==> src/rtl/decoder_stage_controller_v2_pkg.sv <==
// Shared stage encodings and result status codes for the union-find decoder stage controllers.
package decoder_stage_controller_v2_pkg;

  localparam int unsigned STAGE_WIDTH = 3;

  typedef enum logic [STAGE_WIDTH-1:0] {
    STAGE_IDLE        = 3'd0,
    STAGE_LOADING     = 3'd1,
    STAGE_SPREAD      = 3'd2,
    STAGE_SYNC        = 3'd3,
    STAGE_GROW        = 3'd4,
    STAGE_CALC        = 3'd5,
    STAGE_RESULT_HOLD = 3'd6
  } stage_e;

  localparam logic [1:0] RESULT_STATUS_OK         = 2'd0;
  localparam logic [1:0] RESULT_STATUS_DEADLOCK   = 2'd1;
  localparam logic [1:0] RESULT_STATUS_ITER_LIMIT = 2'd2;

  // Stages in which a round is actively being decoded (cycle counter runs).
  function automatic logic is_decode_stage(input stage_e s);
    return (s == STAGE_LOADING) || (s == STAGE_SPREAD) || (s == STAGE_SYNC) ||
           (s == STAGE_GROW) || (s == STAGE_CALC);
  endfunction

  function automatic logic [31:0] sat_inc32(input logic [31:0] v, input logic en);
    return (en && (v != '1)) ? v + 32'd1 : v;
  endfunction

endpackage

==> src/rtl/decoder_stage_controller_v2_watchdog.sv <==
// stage_watchdog: consecutive-cycle counter that flags when the count, including the
// current cycle, exceeds THRESHOLD.
module stage_watchdog #(
  parameter int unsigned THRESHOLD = 1024
) (
  input  logic clk,
  input  logic reset,
  input  logic count_en,
  input  logic clear,
  output logic expired
);

  localparam int unsigned CW = $clog2(THRESHOLD + 2);
  localparam logic [CW-1:0] LIMIT = CW'(THRESHOLD + 1);

  logic [CW-1:0] count_q, count_d, count_inc;

  always_comb begin
    count_inc = (count_q == LIMIT) ? count_q : count_q + CW'(1);
    count_d   = count_q;
    if (clear) begin
      count_d = '0;
    end else if (count_en) begin
      count_d = count_inc;
    end
    expired = count_en && !clear && (count_inc == LIMIT);
  end

  always_ff @(posedge clk or posedge reset) begin
    if (reset) begin
      count_q <= '0;
    end else begin
      count_q <= count_d;
    end
  end

endmodule

==> src/rtl/decoder_stage_controller_v2.sv <==
// Union-find decoder stage sequencer: LOADING -> SPREAD/SYNC/GROW loops -> CALC -> RESULT_HOLD.
// Define STAGE_CTRL_PERF_COUNTERS_EN to build the cumulative per-stage perf counters.
module decoder_stage_controller_v2
  import decoder_stage_controller_v2_pkg::*;
#(
  parameter int unsigned ITERATION_COUNTER_WIDTH = 8,
  parameter int unsigned DELAY_WIDTH             = 4,
  parameter int unsigned MAX_ITERATIONS          = 255,
  parameter int unsigned DEADLOCK_THRESHOLD      = 1024,
  parameter int unsigned CYCLE_COUNTER_WIDTH     = 32
) (
  input  logic                               clk,
  input  logic                               reset,
  input  logic                               new_round_start,
  output logic                               start_pending,
  input  logic                               load_done,
  input  logic [DELAY_WIDTH-1:0]             cfg_spread_delay,
  input  logic [DELAY_WIDTH-1:0]             cfg_sync_delay,
  input  logic [DELAY_WIDTH-1:0]             cfg_grow_delay,
  input  logic                               has_message_flying,
  input  logic                               has_odd_clusters,
  output logic                               calc_go,
  input  logic                               calc_done,
  output logic [STAGE_WIDTH-1:0]             stage,
  output logic                               result_valid,
  input  logic                               result_ready,
  output logic [1:0]                         result_status,
  output logic [ITERATION_COUNTER_WIDTH-1:0] iteration_counter,
  output logic [CYCLE_COUNTER_WIDTH-1:0]     cycle_counter,
  output logic                               deadlock,
  output logic [31:0]                        perf_spread_cycles,
  output logic [31:0]                        perf_sync_cycles,
  output logic [31:0]                        perf_grow_cycles
);

  localparam logic [ITERATION_COUNTER_WIDTH-1:0] ITER_CAP = ITERATION_COUNTER_WIDTH'(MAX_ITERATIONS);

  stage_e                             stage_q, stage_d;
  logic                               pend_q, pend_d;
  logic                               calc_go_q, calc_go_d;
  logic                               dead_q, dead_d;
  logic [1:0]                         status_q, status_d;
  logic [ITERATION_COUNTER_WIDTH-1:0] iter_q, iter_d, iter_inc;
  logic [CYCLE_COUNTER_WIDTH-1:0]     cyc_q, cyc_d;
  logic [DELAY_WIDTH-1:0]             dly_q, dly_d, dly_lim;
  logic [DELAY_WIDTH-1:0]             sd_q, sd_d, yd_q, yd_d, gd_q, gd_d;
  logic                               start, dly_met, ss_active, wd_expired;

  assign ss_active = (stage_q == STAGE_SPREAD) || (stage_q == STAGE_SYNC);

  stage_watchdog #(
    .THRESHOLD(DEADLOCK_THRESHOLD)
  ) u_watchdog (
    .clk     (clk),
    .reset   (reset),
    .count_en(ss_active),
    .clear   (!ss_active),
    .expired (wd_expired)
  );

  always_comb begin
    stage_d  = stage_q;
    pend_d   = pend_q;
    status_d = status_q;
    iter_d   = iter_q;
    dead_d   = dead_q;
    cyc_d    = cyc_q;
    sd_d     = sd_q;
    yd_d     = yd_q;
    gd_d     = gd_q;
    start    = 1'b0;
    iter_inc = iter_q + ITERATION_COUNTER_WIDTH'(1);

    case (stage_q)
      STAGE_SPREAD: dly_lim = sd_q;
      STAGE_SYNC:   dly_lim = yd_q;
      STAGE_GROW:   dly_lim = gd_q;
      default:      dly_lim = '0;
    endcase
    dly_met = (dly_q >= dly_lim);

    if (is_decode_stage(stage_q) && (cyc_q != '1)) begin
      cyc_d = cyc_q + CYCLE_COUNTER_WIDTH'(1);
    end
    if (new_round_start && (stage_q != STAGE_IDLE) &&
        !((stage_q == STAGE_RESULT_HOLD) && result_ready)) begin
      pend_d = 1'b1;
    end

    case (stage_q)
      STAGE_IDLE:    start = new_round_start || pend_q;
      STAGE_LOADING: if (load_done) stage_d = STAGE_SPREAD;
      STAGE_SPREAD:  if (dly_met && !has_message_flying) stage_d = STAGE_SYNC;
      STAGE_SYNC: begin
        if (dly_met && !has_message_flying) begin
          iter_d = iter_inc;
          if (has_odd_clusters && (iter_inc == ITER_CAP)) begin
            stage_d  = STAGE_RESULT_HOLD;
            status_d = RESULT_STATUS_ITER_LIMIT;
          end else if (has_odd_clusters) begin
            stage_d = STAGE_GROW;
          end else begin
            stage_d = STAGE_CALC;
          end
        end
      end
      STAGE_GROW:    if (dly_met) stage_d = STAGE_SPREAD;
      STAGE_CALC: begin
        if (calc_done) begin
          stage_d  = STAGE_RESULT_HOLD;
          status_d = RESULT_STATUS_OK;
        end
      end
      STAGE_RESULT_HOLD: begin
        if (result_ready) begin
          if (new_round_start || pend_q) start = 1'b1;
          else stage_d = STAGE_IDLE;
        end
      end
      default: stage_d = STAGE_IDLE;
    endcase

    // Watchdog abort overrides whatever SPREAD/SYNC decided this cycle, including the SYNC count.
    if (wd_expired) begin
      stage_d  = STAGE_RESULT_HOLD;
      iter_d   = iter_q;
      status_d = RESULT_STATUS_DEADLOCK;
      dead_d   = 1'b1;
    end

    if (start) begin
      stage_d = STAGE_LOADING;
      pend_d  = 1'b0;
      iter_d  = '0;
      dead_d  = 1'b0;
      cyc_d   = CYCLE_COUNTER_WIDTH'(1);
      sd_d    = cfg_spread_delay;
      yd_d    = cfg_sync_delay;
      gd_d    = cfg_grow_delay;
    end

    dly_d     = (stage_d != stage_q) ? '0 : (dly_met ? dly_q : dly_q + DELAY_WIDTH'(1));
    calc_go_d = (stage_d == STAGE_CALC) && (stage_q != STAGE_CALC);
  end

  always_ff @(posedge clk or posedge reset) begin
    if (reset) begin
      stage_q   <= STAGE_IDLE;
      pend_q    <= 1'b0;
      calc_go_q <= 1'b0;
      dead_q    <= 1'b0;
      status_q  <= RESULT_STATUS_OK;
      iter_q    <= '0;
      cyc_q     <= '0;
      dly_q     <= '0;
      sd_q      <= '0;
      yd_q      <= '0;
      gd_q      <= '0;
    end else begin
      stage_q   <= stage_d;
      pend_q    <= pend_d;
      calc_go_q <= calc_go_d;
      dead_q    <= dead_d;
      status_q  <= status_d;
      iter_q    <= iter_d;
      cyc_q     <= cyc_d;
      dly_q     <= dly_d;
      sd_q      <= sd_d;
      yd_q      <= yd_d;
      gd_q      <= gd_d;
    end
  end

  assign stage             = stage_q;
  assign start_pending     = pend_q;
  assign calc_go           = calc_go_q;
  assign result_valid      = (stage_q == STAGE_RESULT_HOLD);
  assign result_status     = status_q;
  assign iteration_counter = iter_q;
  assign cycle_counter     = cyc_q;
  assign deadlock          = dead_q;

`ifdef STAGE_CTRL_PERF_COUNTERS_EN
  logic [31:0] perf_spread_q, perf_spread_d, perf_sync_q, perf_sync_d, perf_grow_q, perf_grow_d;

  always_comb begin
    perf_spread_d = sat_inc32(perf_spread_q, stage_q == STAGE_SPREAD);
    perf_sync_d   = sat_inc32(perf_sync_q, stage_q == STAGE_SYNC);
    perf_grow_d   = sat_inc32(perf_grow_q, stage_q == STAGE_GROW);
  end

  always_ff @(posedge clk or posedge reset) begin
    if (reset) begin
      perf_spread_q <= '0;
      perf_sync_q   <= '0;
      perf_grow_q   <= '0;
    end else begin
      perf_spread_q <= perf_spread_d;
      perf_sync_q   <= perf_sync_d;
      perf_grow_q   <= perf_grow_d;
    end
  end

  assign perf_spread_cycles = perf_spread_q;
  assign perf_sync_cycles   = perf_sync_q;
  assign perf_grow_cycles   = perf_grow_q;
`else
  assign perf_spread_cycles = '0;
  assign perf_sync_cycles   = '0;
  assign perf_grow_cycles   = '0;
`endif

endmodule

==> config.mk <==
export PLATFORM = sky130hd
export DESIGN_NAME = decoder_stage_controller_v2
export DESIGN_NICKNAME = d
export VERILOG_FILES = /design/src/rtl/decoder_stage_controller_v2_pkg.sv /design/src/rtl/decoder_stage_controller_v2_watchdog.sv /design/src/rtl/decoder_stage_controller_v2.sv
export SDC_FILE = /design/constraint.sdc
export NUM_CORES = 1
export LEC_CHECK = 0
export CAP_MARGIN = 15
export CORE_MARGIN = 2
export CORE_UTILIZATION = 25
export CTS_CLUSTER_SIZE = 30
export DETAILED_ROUTE_END_ITERATION = 8
export GPL_TIMING_DRIVEN = 0
export PLACE_DENSITY = 0.47
export SLEW_MARGIN = 20
export SYNTH_ARGS = -nofsm -noshare
export SYNTH_HDL_FRONTEND = slang
export SYNTH_SLANG_ARGS = --single-unit
==> constraint.sdc <==
create_clock -name clk -period 3.85 [get_ports clk]
set_input_delay 0.5775 -clock clk [delete_from_list [all_inputs] [get_ports clk]]
set_output_delay 0.5775 -clock clk [all_outputs]
set_load 0.03 [all_outputs]
## Word level (Yosys, flattened, before mapping)

Index checks and enable logic that the tools add are counted.

| word-level totals | value |
|---|---|
| flip-flop bits (word level) | 75 |

| cells by class | value |
|---|---|
| add/sub/neg operators | 4 |
| magnitude comparators | 1 |
| equal/unequal tests | 18 |
| mux-type cells | 35 |
| reductions and logical operators | 26 |

Operators with widths:

| operator | count |
|---|---|
| 32-bit two-way mux | 2 |
| 32-bit by 1-bit adder with 32-bit output, second input constant | 1 |
| 8-bit two-way mux | 4 |
| 32-bit != test, second input constant | 1 |
| 3-bit two-way mux | 9 |
| 11-bit == test, second input constant | 2 |
| 11-bit two-way mux | 2 |
| 3-bit case mux with 7 select lines | 1 |
| 3-bit == test, second input constant | 4 |
| 4-bit case mux with 3 select lines | 1 |
| 11-bit by 1-bit adder with 11-bit output, second input constant | 1 |
| 2-bit two-way mux | 5 |
| 2-bit nonzero test | 5 |
| 8-bit by 1-bit adder with 8-bit output, second input constant | 1 |
| 8-bit == test, second input constant | 1 |
| 1-bit logical AND | 8 |
| 4-bit two-way mux | 2 |
| 1-bit two-way mux | 7 |
| 3-bit by 2-bit == test with 1-bit output, second input constant | 2 |
| 1-bit logical OR | 6 |
| 3-bit by 1-bit != test with 1-bit output, second input constant | 2 |
| 3-bit nonzero test | 2 |
| 4-bit by 1-bit adder with 4-bit output, second input constant | 1 |
| 4-bit greater-or-equal comparator | 1 |
| 12 further kinds | 13 |

## Logic depth before layout (Yosys ltp)

Gate-level depths: netlist of the first run.

| logic depth | value |
|---|---|
| depth in word-level cells | 10 |
| mapped depth | 13 |

## By module

From an unflattened synthesis of the first run, not the netlist that was laid out.

| unflattened totals | value |
|---|---|
| cells, all modules | 591 |
| area, all modules | 5172.5 um^2 |

Modules (own cells, without submodules):

| module | instances | cells an instance | area each (um^2) | sequential area each (um^2) |
|---|---|---|---|---|
| decoder_stage_controller_v2 | 1 | 501 | 4365.4 | 1601.5 |
| stage_watchdog | 1 | 90 | 807.0 | 275.3 |

## Worst setup path after synthesis of the first run

Ideal clock, no wire load.

| timing path | value |
|---|---|
| kind | register to register |
| start point | register stage_q[2] (netlist: stage[2]) |
| end point | register iter_q[2] (netlist: iteration_counter[2]) |
| setup time | 0.126 ns |
| arrival | 3.060 ns |
| required time | 3.724 ns |
| path slack | 0.664 ns |
| cell stages (with the launch flop) | 12 |
| path buffers | 2 |
| clock period less this slack | 3.186 ns |
| cell sequence | dfrtp_1 -> clkbuf_1 -> inv_1 -> nor3_1 -> a21oi_1 -> ha_1 -> inv_1 -> o21a_1 -> nor4_1 -> clkbuf_1 -> a21oi_1 -> a221o_1 |

| between the ends | value |
|---|---|
| longest elaborated chain between the ends | 6 |
| elaborated cells on any way between the ends | 16 |
| classes of those cells | order compare (1); eq/ne (5); mux (3); reduce/logical (7) |

Ends and longest elaborated chain:

| item | RTL line | source |
|---|---|---|
| from (decl) | decoder_stage_controller_v2.sv:38 | `stage_e stage_q, stage_d;` |
| from (signal assigned) | decoder_stage_controller_v2.sv:160 | `stage_q <= stage_d;` |
| 3-bit == test (tied with other cells) | decoder_stage_controller_v2.sv:74 | `case (stage_q)` |
| 4-bit case mux with 3 select lines | decoder_stage_controller_v2.sv:74 |  |
| 4-bit greater-or-equal comparator | decoder_stage_controller_v2.sv:80 | `dly_met = (dly_q >= dly_lim);` |
| 1-bit logical AND | decoder_stage_controller_v2.sv:95 | `if (dly_met && !has_message_flying) begin` |
| 2-bit nonzero test (no line) | - |  |
| 3-bit AND reduction (no line) | - |  |
| to (signal assigned) | decoder_stage_controller_v2.sv:165 | `iter_q <= iter_d;` |
| to (decl) | decoder_stage_controller_v2.sv:43 | `logic [ITERATION_COUNTER_WIDTH-1:0] iter_q, iter_d, iter_inc;` |

Several ways; a longest one is shown, not always the timed one.
A chain may end at the register's enable or synchronous reset.

## Worst setup path after layout of the first run

| timing path | value |
|---|---|
| start point | register stage_q[0] (netlist: stage[0]) |
| end point | register iter_q[2] (netlist: iteration_counter[2]) |

Same word-level chain as after synthesis.

==> results of run 1 <==
==> metal layers <==
metal	wire, µm	vias to the layer above
li1	-	2202
met1	5764	1941
met2	6572	89
met3	526	10
met4	165	0
met5	0	-
==> cell usage after synthesis (all sizes together) (4+ instances only) <==
| master | instances | share of area |
|---|---|---|
| a2111oi | 4 | 0.0070 |
| a211oi | 4 | 0.0060 |
| a21oi | 27 | 0.028 |
| and2 | 8 | 0.010 |
| and3 | 11 | 0.014 |
| and4 | 6 | 0.010 |
| buf | 99 | 0.15 |
| clkbuf | 17 | 0.013 |
| dfrtp | 75 | 0.37 |
| ha | 10 | 0.025 |
| inv | 17 | 0.013 |
| mux2i | 8 | 0.016 |
| nand2 | 69 | 0.052 |
| nand2b | 8 | 0.010 |
| nand3 | 33 | 0.033 |
| nand4 | 12 | 0.018 |
| nor2 | 42 | 0.031 |
| nor2b | 6 | 0.0075 |
| nor3 | 13 | 0.013 |
| o2111ai | 4 | 0.0070 |
| o211ai | 6 | 0.0090 |
| o21ai | 23 | 0.023 |
| o31ai | 5 | 0.0075 |
| or3 | 17 | 0.021 |
| xnor2 | 12 | 0.021 |
| xor2 | 11 | 0.019 |
==> power by group <==
group          switching, mW  total, mW  internal [mW]  leakage, nW
clock                  0.338      0.827          0.490        0.142
combinational          0.952       1.49          0.539         2.02
sequential             0.145       1.08          0.932         1.01
total                   1.43       3.40           1.96         3.17
==> layout make-up <==
class	instances	share of cell area
flip-flops and latches	75	0.2793
clock inverters	3	0.003165
multi-input cells	473	0.3932
repair buffers	69	0.1054
clock buffers	13	0.04022
inverters	17	0.009868
plain buffers	115	0.1195
well taps	265	0.04934
==> flip-flops by register name (all words and copies together), names as in the netlist <==
| register | cells |
|---|---|
| cycle_counter | 32 |
| u_watchdog.count_q | 11 |
| iteration_counter | 8 |
| dly_q | 4 |
| gd_q | 4 |
| sd_q | 4 |
| yd_q | 4 |
| stage | 3 |
| result_status | 2 |
| calc_go | 1 |
| deadlock | 1 |
| start_pending | 1 |
==> metrics by stage <==
step                cells  total power [mW]  area, µm²  hold WS, ps  setup slack (ps)
floorplan             681             2.135       5375        445.0             664.3
global route         1030             3.627       6720        496.8             21.97
finish               1030             3.396       6720        474.0             313.5
global placement     1014             2.591       6387        458.4            -255.1
CTS                  1031             3.446       6716        475.8             142.3
detailed placement   1015             2.600       6417        461.1            -259.8
==> cells by family (layout without fill, tap and decap cells) <==
family / after synthesis / count (layout) / share of synthesized area
AND/OR/NAND/NOR: 234 / 234 / 0.2344
buffers and inverters: 133 / 217 / 0.1730
AO/OA/AOI/OAI: 99 / 99 / 0.1301
flip-flops: 75 / 75 / 0.3740
XOR/XNOR: 23 / 23 / 0.04014
multiplexers: 11 / 11 / 0.02269
adder cells (fa/ha/maj): 10 / 10 / 0.02493
other: 1 / 96 / 0.0007472
==> repair_timing <==
item,4_1_cts,5_1_grt
setup endpoints to repair,9,2
gates resized for setup,3,0
cloned,0,0
hold buffers,0,0
==> worst paths after layout <==
kind | startpoint | to | cells past startpoint
max in group asynchronous | reset | u_watchdog.count_q[7]$_DFF_PP0_ | 3
hold reg to reg | sd_q[1]$_DFFE_PP0P_ | sd_q[1]$_DFFE_PP0P_ | 2
setup reg to reg | stage[0]$_DFF_PP0_ | iteration_counter[2]$_DFFE_PP0P_ | 12
hold / removal | sd_q[1]$_DFFE_PP0P_ | sd_q[1]$_DFFE_PP0P_ | 2
setup / recovery | stage[0]$_DFF_PP0_ | iteration_counter[2]$_DFFE_PP0P_ | 12
min in group asynchronous | reset | cycle_counter[17]$_DFFE_PP0P_ | 2
==> placed cells by master, fill, tap and decap left out, types with 17 or more instances in the layout <==
cell type	netlist	final
a21oi_1	26	26
buf_4	96	96
clkdlybuf4s50_1	0	68
conb_1	1	96
dfrtp_1	75	75
nand2_1	69	69
nand3_1	33	33
nor2_1	42	42
o21ai_0	23	23
or3_1	17	17
==> worst min-delay path, stage by stage (launching register included) <==
cell and delay (ps):
dfrtp_1 340, nand2_1 50, nand2_1 60
==> impl_metrics.tcl, run 1 <==
set metrics [dict create \
    fmaxAchievable_mhz 282.8 \
    worstMarginPinSlew_ps 736.9 \
    post_drt_wl_per_cell_um 12.65 \
    overflow 0 \
    area_growth_pct 33.91 \
    cts_sinks 75 \
    synth_warnings 0 \
    yosysSeqAreaShare 0.3740 \
    fillCellCount 2090 \
    grt_pass1_vias 3977 \
    ff2ff_setup_slack_ps 310 \
    crit_required_ps 4070 \
    skew_ps 8.746 \
    holdCritPathClass "register to register" \
    hold_violations 0 \
    core_mm2 0.01959 \
    vias_per_cell 4.118 \
    endpoint_kind "register" \
    crit_top_cell "a21oi_1" \
    cts_max_level 3 \
    ant_nets 0 \
    max_stage_delay_ps 460 \
    io_pins 165 \
    clk_path_buf_depth 2 \
    track_usage 0.1201 \
    gp_congestion 0.7470 \
    start_kind "register" \
    synth_edf_count 0 \
    cts_made_buffers 9 \
    syn_area_per_cell_um2 8.564 \
    area.sequential_mm2 0.001877 \
    setup_viol 0 \
    path_clk_slew_ps 60 \
    maxSlewHeadroom 0.5050 \
    initial_core_util 0.2562 \
    ys_types 56 \
    timing.setup.tns_ps 0 \
    nets 790 \
    cts_setup_buffers 0 \
    use_met3 0.02727 \
    via_count 4242 \
    synth_seq_cells 75 \
    outcome "finished, final reports clean" \
    dr.first_iter.drc_count 158 \
    synthCells 586 \
    use_met1 0.1466 \
    dr.pass1.iters 6 \
    path_class "register to register" \
    final.period_utilization 0.9186 \
    grt_pass1_wl_mm 20.57 \
    ir_drop_mv 0.2243 \
    clock_latency_ps 340 \
    worst_path_max_delay_cell "nor4_1" \
    netlist_area_mm2 0.005019 \
    cp.arrival_ps 3760 \
    synth_ff_type "dfrtp_1" \
    drv_slew 0 \
    ys_async_sr_fraction 1.000 \
    p_leak_nw 3.169 \
    busiest_layer "met2" \
    cp_max_fo 10 \
    rsz0062_at_grt "no" \
    final_util 0.3430 \
    root_buffer "clkbuf_16" \
    io_buffers 68 \
    rows 51 \
    grt_start_max_net_pins 44 \
    hpwl_mm 9.907 \
    cts_tree "built" \
    multi_input_area_mm2 0.002643 \
    antenna_found_initial 0 \
    dieHeight_um 145.7 \
    met2_usage 0.2097 \
    path_delay_family "buffers and inverters" \
    die-area_mm2 0.02122 \
    drive_above_1_share 0.1712 \
    power_density_mw_per_mm2 505.3 \
    max-cap-violations 0 \
    critPathBufInv 3 \
    crit_path_cell_trace "clkbuf_1 > buf_2 > mux2i_1 > nor2_1 > a21oi_1 > ha_1 > nor3_1 > o21a_1 > nor4_1 > clkbuf_2 > a21oi_1 > a221o_1" \
    drc 0 \
    antenna_cells 0 \
    post-route-min-period_ps 3536 \
    die_w_um 145.7 \
    wl_mm 13.03 \
]
No activity file was read; power rests on OpenSTA's default activity.
==> inputs of run 2 (changes only) <==
--- a/config.mk
+++ b/config.mk
@@ -5,7 +5,7 @@
 export SDC_FILE = /design/constraint.sdc
 export NUM_CORES = 1
 export LEC_CHECK = 0
-export CAP_MARGIN = 15
+export CAP_MARGIN = 30
 export CORE_MARGIN = 2
 export CORE_UTILIZATION = 25
 export CTS_CLUSTER_SIZE = 30
==> impl_metrics.tcl, run 2 (synthesized netlist as in run 1, its figures left out) <==
set metrics [dict create \
    outcome "finished, final reports clean" \
    ir_drop_mv 0.2243 \
    largest_reg_flops 32 \
    dp.cells 1015 \
    via_count 4242 \
    hold_violations 0 \
    overflow 0 \
    clk_path_buf_depth 2 \
    comb_power_share 0.439 \
    max-cap-violations 0 \
    gp_congestion 0.7470 \
    area.sequential_mm2 0.001877 \
    intPower_mw 1.961 \
    antenna_cells 0 \
    dr.first_iter.drc_count 158 \
    drv_slew 0 \
    hpwl_mm 9.907 \
    instances_no_fill 1030 \
    timing.setup.tns_ps 0 \
    nets 790 \
    cts_sinks 75 \
    post-route-min-period_ps 3536 \
    drc 0 \
    cts_made_buffers 9 \
    drive_above_1_share 0.1712 \
    dieHeight_um 145.7 \
    cts_resized 3 \
    die_w_um 145.7 \
    fillCellCount 2090 \
    crit_required_ps 4070 \
    p_leak_nw 3.169 \
    path_clk_slew_ps 60 \
    io_buffers 68 \
    rows 51 \
    path_class "register to register" \
    vias_per_cell 4.118 \
    antenna_found_initial 0 \
    final.period_utilization 0.9186 \
    p_switching_mw 1.435 \
    final_util 0.3430 \
    multi_input_area_mm2 0.002643 \
    cts_tree "built" \
    setup_viol 0 \
    endpoint_kind "register" \
    worstMarginPinSlew_ps 736.9 \
    power_density_mw_per_mm2 505.3 \
    cp_max_fo 10 \
    area_growth_pct 33.91 \
    swShare 0.4225 \
    fmaxAchievable_mhz 282.8 \
    skew_ps 8.746 \
    cp.arrival_ps 3760 \
    clock_latency_ps 340 \
    root_buffer "clkbuf_16" \
    maxSlewHeadroom 0.5050 \
    initial_core_util 0.2562 \
    grt_start_max_net_pins 44 \
    cts_setup_buffers 0 \
    grt_pass1_wl_mm 20.57 \
    track_usage 0.1201 \
    cts_max_level 3 \
    dp_slack_ps -259.8 \
    worst_slack_ps 313.5 \
    post_drt_wl_per_cell_um 12.65 \
    p_seq_frac 0.317 \
    io_pins 165 \
    holdCritPathClass "register to register" \
    core_mm2 0.01959 \
    holdBufCountCts 0 \
    start_kind "register" \
    timing.hold.ws_ps 474.0 \
    ant_nets 0 \
    dr.pass1.iters 6 \
    rsz0062_at_grt "no" \
    p_clk_frac 0.244 \
    wl_mm 13.03 \
    die-area_mm2 0.02122 \
    grt_pass1_vias 3977 \
    final_cell_mix "buf_4 (96), conb_1 (96), dfrtp_1 (75)" \
]
run 2: cell counts in the layout (fill, tap and decap cells not counted):
No cell type changed its count.
run 2: area by class of cell:
class,instances,area share
Timing Repair Buffer,69,0.1054
Multi-Input combinational cell,473,0.3932
Buffer,115,0.1195
Clock buffer,13,0.04022
Clock inverter,3,0.003165
Inverter,17,0.009868
Sequential cell,75,0.2793
Tap cell,265,0.04934
run 2: critical path, cell delays in order, from the launching register on:
cell,delay (ps)
dfrtp_1,420
clkbuf_1,360
buf_2,370
mux2i_1,240
nor2_1,50
a21oi_1,140
ha_1,210
nor3_1,70
o21a_1,150
nor4_1,460
clkbuf_2,320
a21oi_1,220
a221o_1,410
run 2: worst paths after layout:
path	slack (ps)	end	cells after the start	start
worst max-delay path	310	iteration_counter[2]$_DFFE_PP0P_	12	stage[0]$_DFF_PP0_
worst min-delay path	470	sd_q[1]$_DFFE_PP0P_	2	sd_q[1]$_DFFE_PP0P_
worst max register to register	310	iteration_counter[2]$_DFFE_PP0P_	12	stage[0]$_DFF_PP0_
worst min register to register	470	sd_q[1]$_DFFE_PP0P_	2	sd_q[1]$_DFFE_PP0P_
max in group asynchronous	2670	u_watchdog.count_q[7]$_DFF_PP0_	3	reset
min in group asynchronous	610	cycle_counter[17]$_DFFE_PP0P_	2	reset
run 2: metal layers:
metal  routed length, µm  share of wire  track usage
met1                5764           0.44       0.1466
met2                6572           0.50       0.2097
met3                 526          0.040      0.02727
met4                 165          0.013      0.03824
met5                   0              0            0
run 2: power groups by stage:
stage / registers, mW / logic, mW / clock network, mW
after floorplan: 1.16 / 0.971 / 0
after global placement: 1.09 / 1.50 / 0
after detailed placement: 1.09 / 1.51 / 0
after CTS: 1.08 / 1.52 / 0.848
after global routing: 1.10 / 1.64 / 0.889
final: 1.08 / 1.49 / 0.827
run 2: per-stage QoR:
step                      cell area [µm²]  power [mW]
after floorplan                      5375       2.135
after global placement               6387       2.591
after detailed placement             6417       2.600
after CTS                            6716       3.446
after global routing                 6720       3.627
final                                6720       3.396
==> inputs of run 3 (changes only) <==
--- a/config.mk
+++ b/config.mk
@@ -7,11 +7,11 @@
 export LEC_CHECK = 0
 export CAP_MARGIN = 30
 export CORE_MARGIN = 2
-export CORE_UTILIZATION = 25
+export CORE_UTILIZATION = 42
 export CTS_CLUSTER_SIZE = 30
 export DETAILED_ROUTE_END_ITERATION = 8
 export GPL_TIMING_DRIVEN = 0
-export PLACE_DENSITY = 0.47
+export PLACE_DENSITY = 0.72
 export SLEW_MARGIN = 20
 export SYNTH_ARGS = -nofsm -noshare
 export SYNTH_HDL_FRONTEND = slang
==> impl_metrics.tcl, run 3 (synthesized netlist as in run 1, its figures left out) <==
set metrics [dict create \
    nets 792 \
    vias_per_cell 4.870 \
    cts_max_level 3 \
    max-cap-violations 0 \
    grt_start_max_net_pins 46 \
    final_cell_mix "buf_4 (96), conb_1 (96), dfrtp_1 (75)" \
    timing.hold.ws_ps 476.5 \
    cp.arrival_ps 3710 \
    timing.setup.tns_ps 0 \
    ant_nets 0 \
    via_count 4432 \
    path_class "register to register" \
    clock_latency_ps 330 \
    p_clk_frac 0.248 \
    start_kind "register" \
    post-route-min-period_ps 3496 \
    p_switching_mw 1.411 \
    fillCellCount 1018 \
    intPower_mw 1.979 \
    area.sequential_mm2 0.001877 \
    wl_mm 11.95 \
    endpoint_kind "register" \
    dr.first_iter.drc_count 166 \
    io_pins 165 \
    worstMarginPinSlew_ps 743.6 \
    grt_pass1_wl_mm 19.58 \
    p_seq_frac 0.313 \
    skew_ps 7.771 \
    die-area_mm2 0.01284 \
    dieHeight_um 113.3 \
    p_leak_nw 3.169 \
    ir_drop_mv 0.2476 \
    core_mm2 0.01152 \
    final.period_utilization 0.9079 \
    hold_violations 0 \
    gp_congestion 0.8830 \
    root_buffer "clkbuf_16" \
    clk_path_buf_depth 2 \
    rows 39 \
    power_density_mw_per_mm2 515.3 \
    fmaxAchievable_mhz 286.1 \
    antenna_cells 0 \
    drive_above_1_share 0.1721 \
    post_drt_wl_per_cell_um 13.13 \
    cts_sinks 75 \
    hpwl_mm 9.133 \
    path_clk_slew_ps 60 \
    largest_reg_flops 32 \
    overflow 0 \
    setup_viol 0 \
    comb_power_share 0.438 \
    die_w_um 113.3 \
    crit_required_ps 4060 \
    io_buffers 68 \
    maxSlewHeadroom 0.5005 \
    track_usage 0.1846 \
    cts_made_buffers 9 \
    cp_max_fo 10 \
    multi_input_area_mm2 0.002635 \
    drv_slew 0 \
    dr.pass1.iters 5 \
    holdCritPathClass "register to register" \
    outcome "finished, final reports clean" \
    rsz0062_at_grt "no" \
    grt_pass1_vias 4220 \
    cts_tree "built" \
    antenna_found_initial 0 \
    area_growth_pct 31.06 \
    swShare 0.4163 \
    drc 0 \
    initial_core_util 0.4358 \
]
==> run 3: cell type report <==
class | instances | share of cell area
Clock buffer | 9 | 0.03424
Sequential cell | 75 | 0.2853
Clock inverter | 7 | 0.01141
Multi-Input combinational cell | 473 | 0.4006
Buffer | 116 | 0.1227
Timing Repair Buffer | 70 | 0.1084
Tap cell | 143 | 0.02720
Inverter | 17 | 0.01008
==> run 3: final timing paths <==
path	endpoint	from	cells after the start	slack [ps]
worst min-delay path	gd_q[1]$_DFFE_PP0P_	gd_q[1]$_DFFE_PP0P_	2	480
worst max-delay path	iteration_counter[2]$_DFFE_PP0P_	stage[2]$_DFF_PP0_	11	350
min in group asynchronous	cycle_counter[7]$_DFFE_PP0P_	reset	2	610
max in group asynchronous	gd_q[3]$_DFFE_PP0P_	reset	3	2680
worst max register to register	iteration_counter[2]$_DFFE_PP0P_	stage[2]$_DFF_PP0_	11	350
worst min register to register	gd_q[1]$_DFFE_PP0P_	gd_q[1]$_DFFE_PP0P_	2	480
==> run 3: what timing repair did <==
item	CTS	global route
gates cloned	0	0
resized for setup	1	3
setup buffers	0	0
hold buffers	0	0
setup endpoints to repair	2	10
==> run 3: worst max-delay path, stage by stage, from the launching register on <==
cell and delay (ps):
dfrtp_1 390, clkbuf_1 360, inv_1 210, nor3_2 390, a21oi_1 130, ha_1 290, o21ai_0 110, nor2b_1 190
nor4_1 390, clkbuf_2 310, a21oi_1 200, a221o_1 400
==> run 3: power by group through the flow <==
stage                     Sequential, mW  Combinational (mW)  Clock [mW]
after floorplan                     1.16               0.971           0
after global placement              1.07                1.44           0
after detailed placement            1.07                1.48           0
after CTS                           1.06                1.48       0.865
after global routing                1.08                1.64       0.905
final                               1.06                1.49       0.841
==> run 3: stage by stage <==
step | instances | cell area [µm²] | worst slack, ps | utilization | power (mW)
finish | 910 | 6578 | 354.4 | 0.5712 | 3.389
global route | 910 | 6578 | 80.01 | 0.5712 | 3.633
CTS | 909 | 6566 | 27.12 | 0.5702 | 3.411
detailed placement | 893 | 6265 | 11.70 | 0.5440 | 2.552
global placement | 892 | 6235 | 28.03 | 0.5414 | 2.513
floorplan | 681 | 5375 | 664.3 | - | 2.135
==> run 3: per-layer routing <==
layer	global-route usage	part of all wire
met1	0.2365	0.43
met2	0.3154	0.50
met5	0	0
met4	0.04634	0.0035
met3	0.04392	0.065
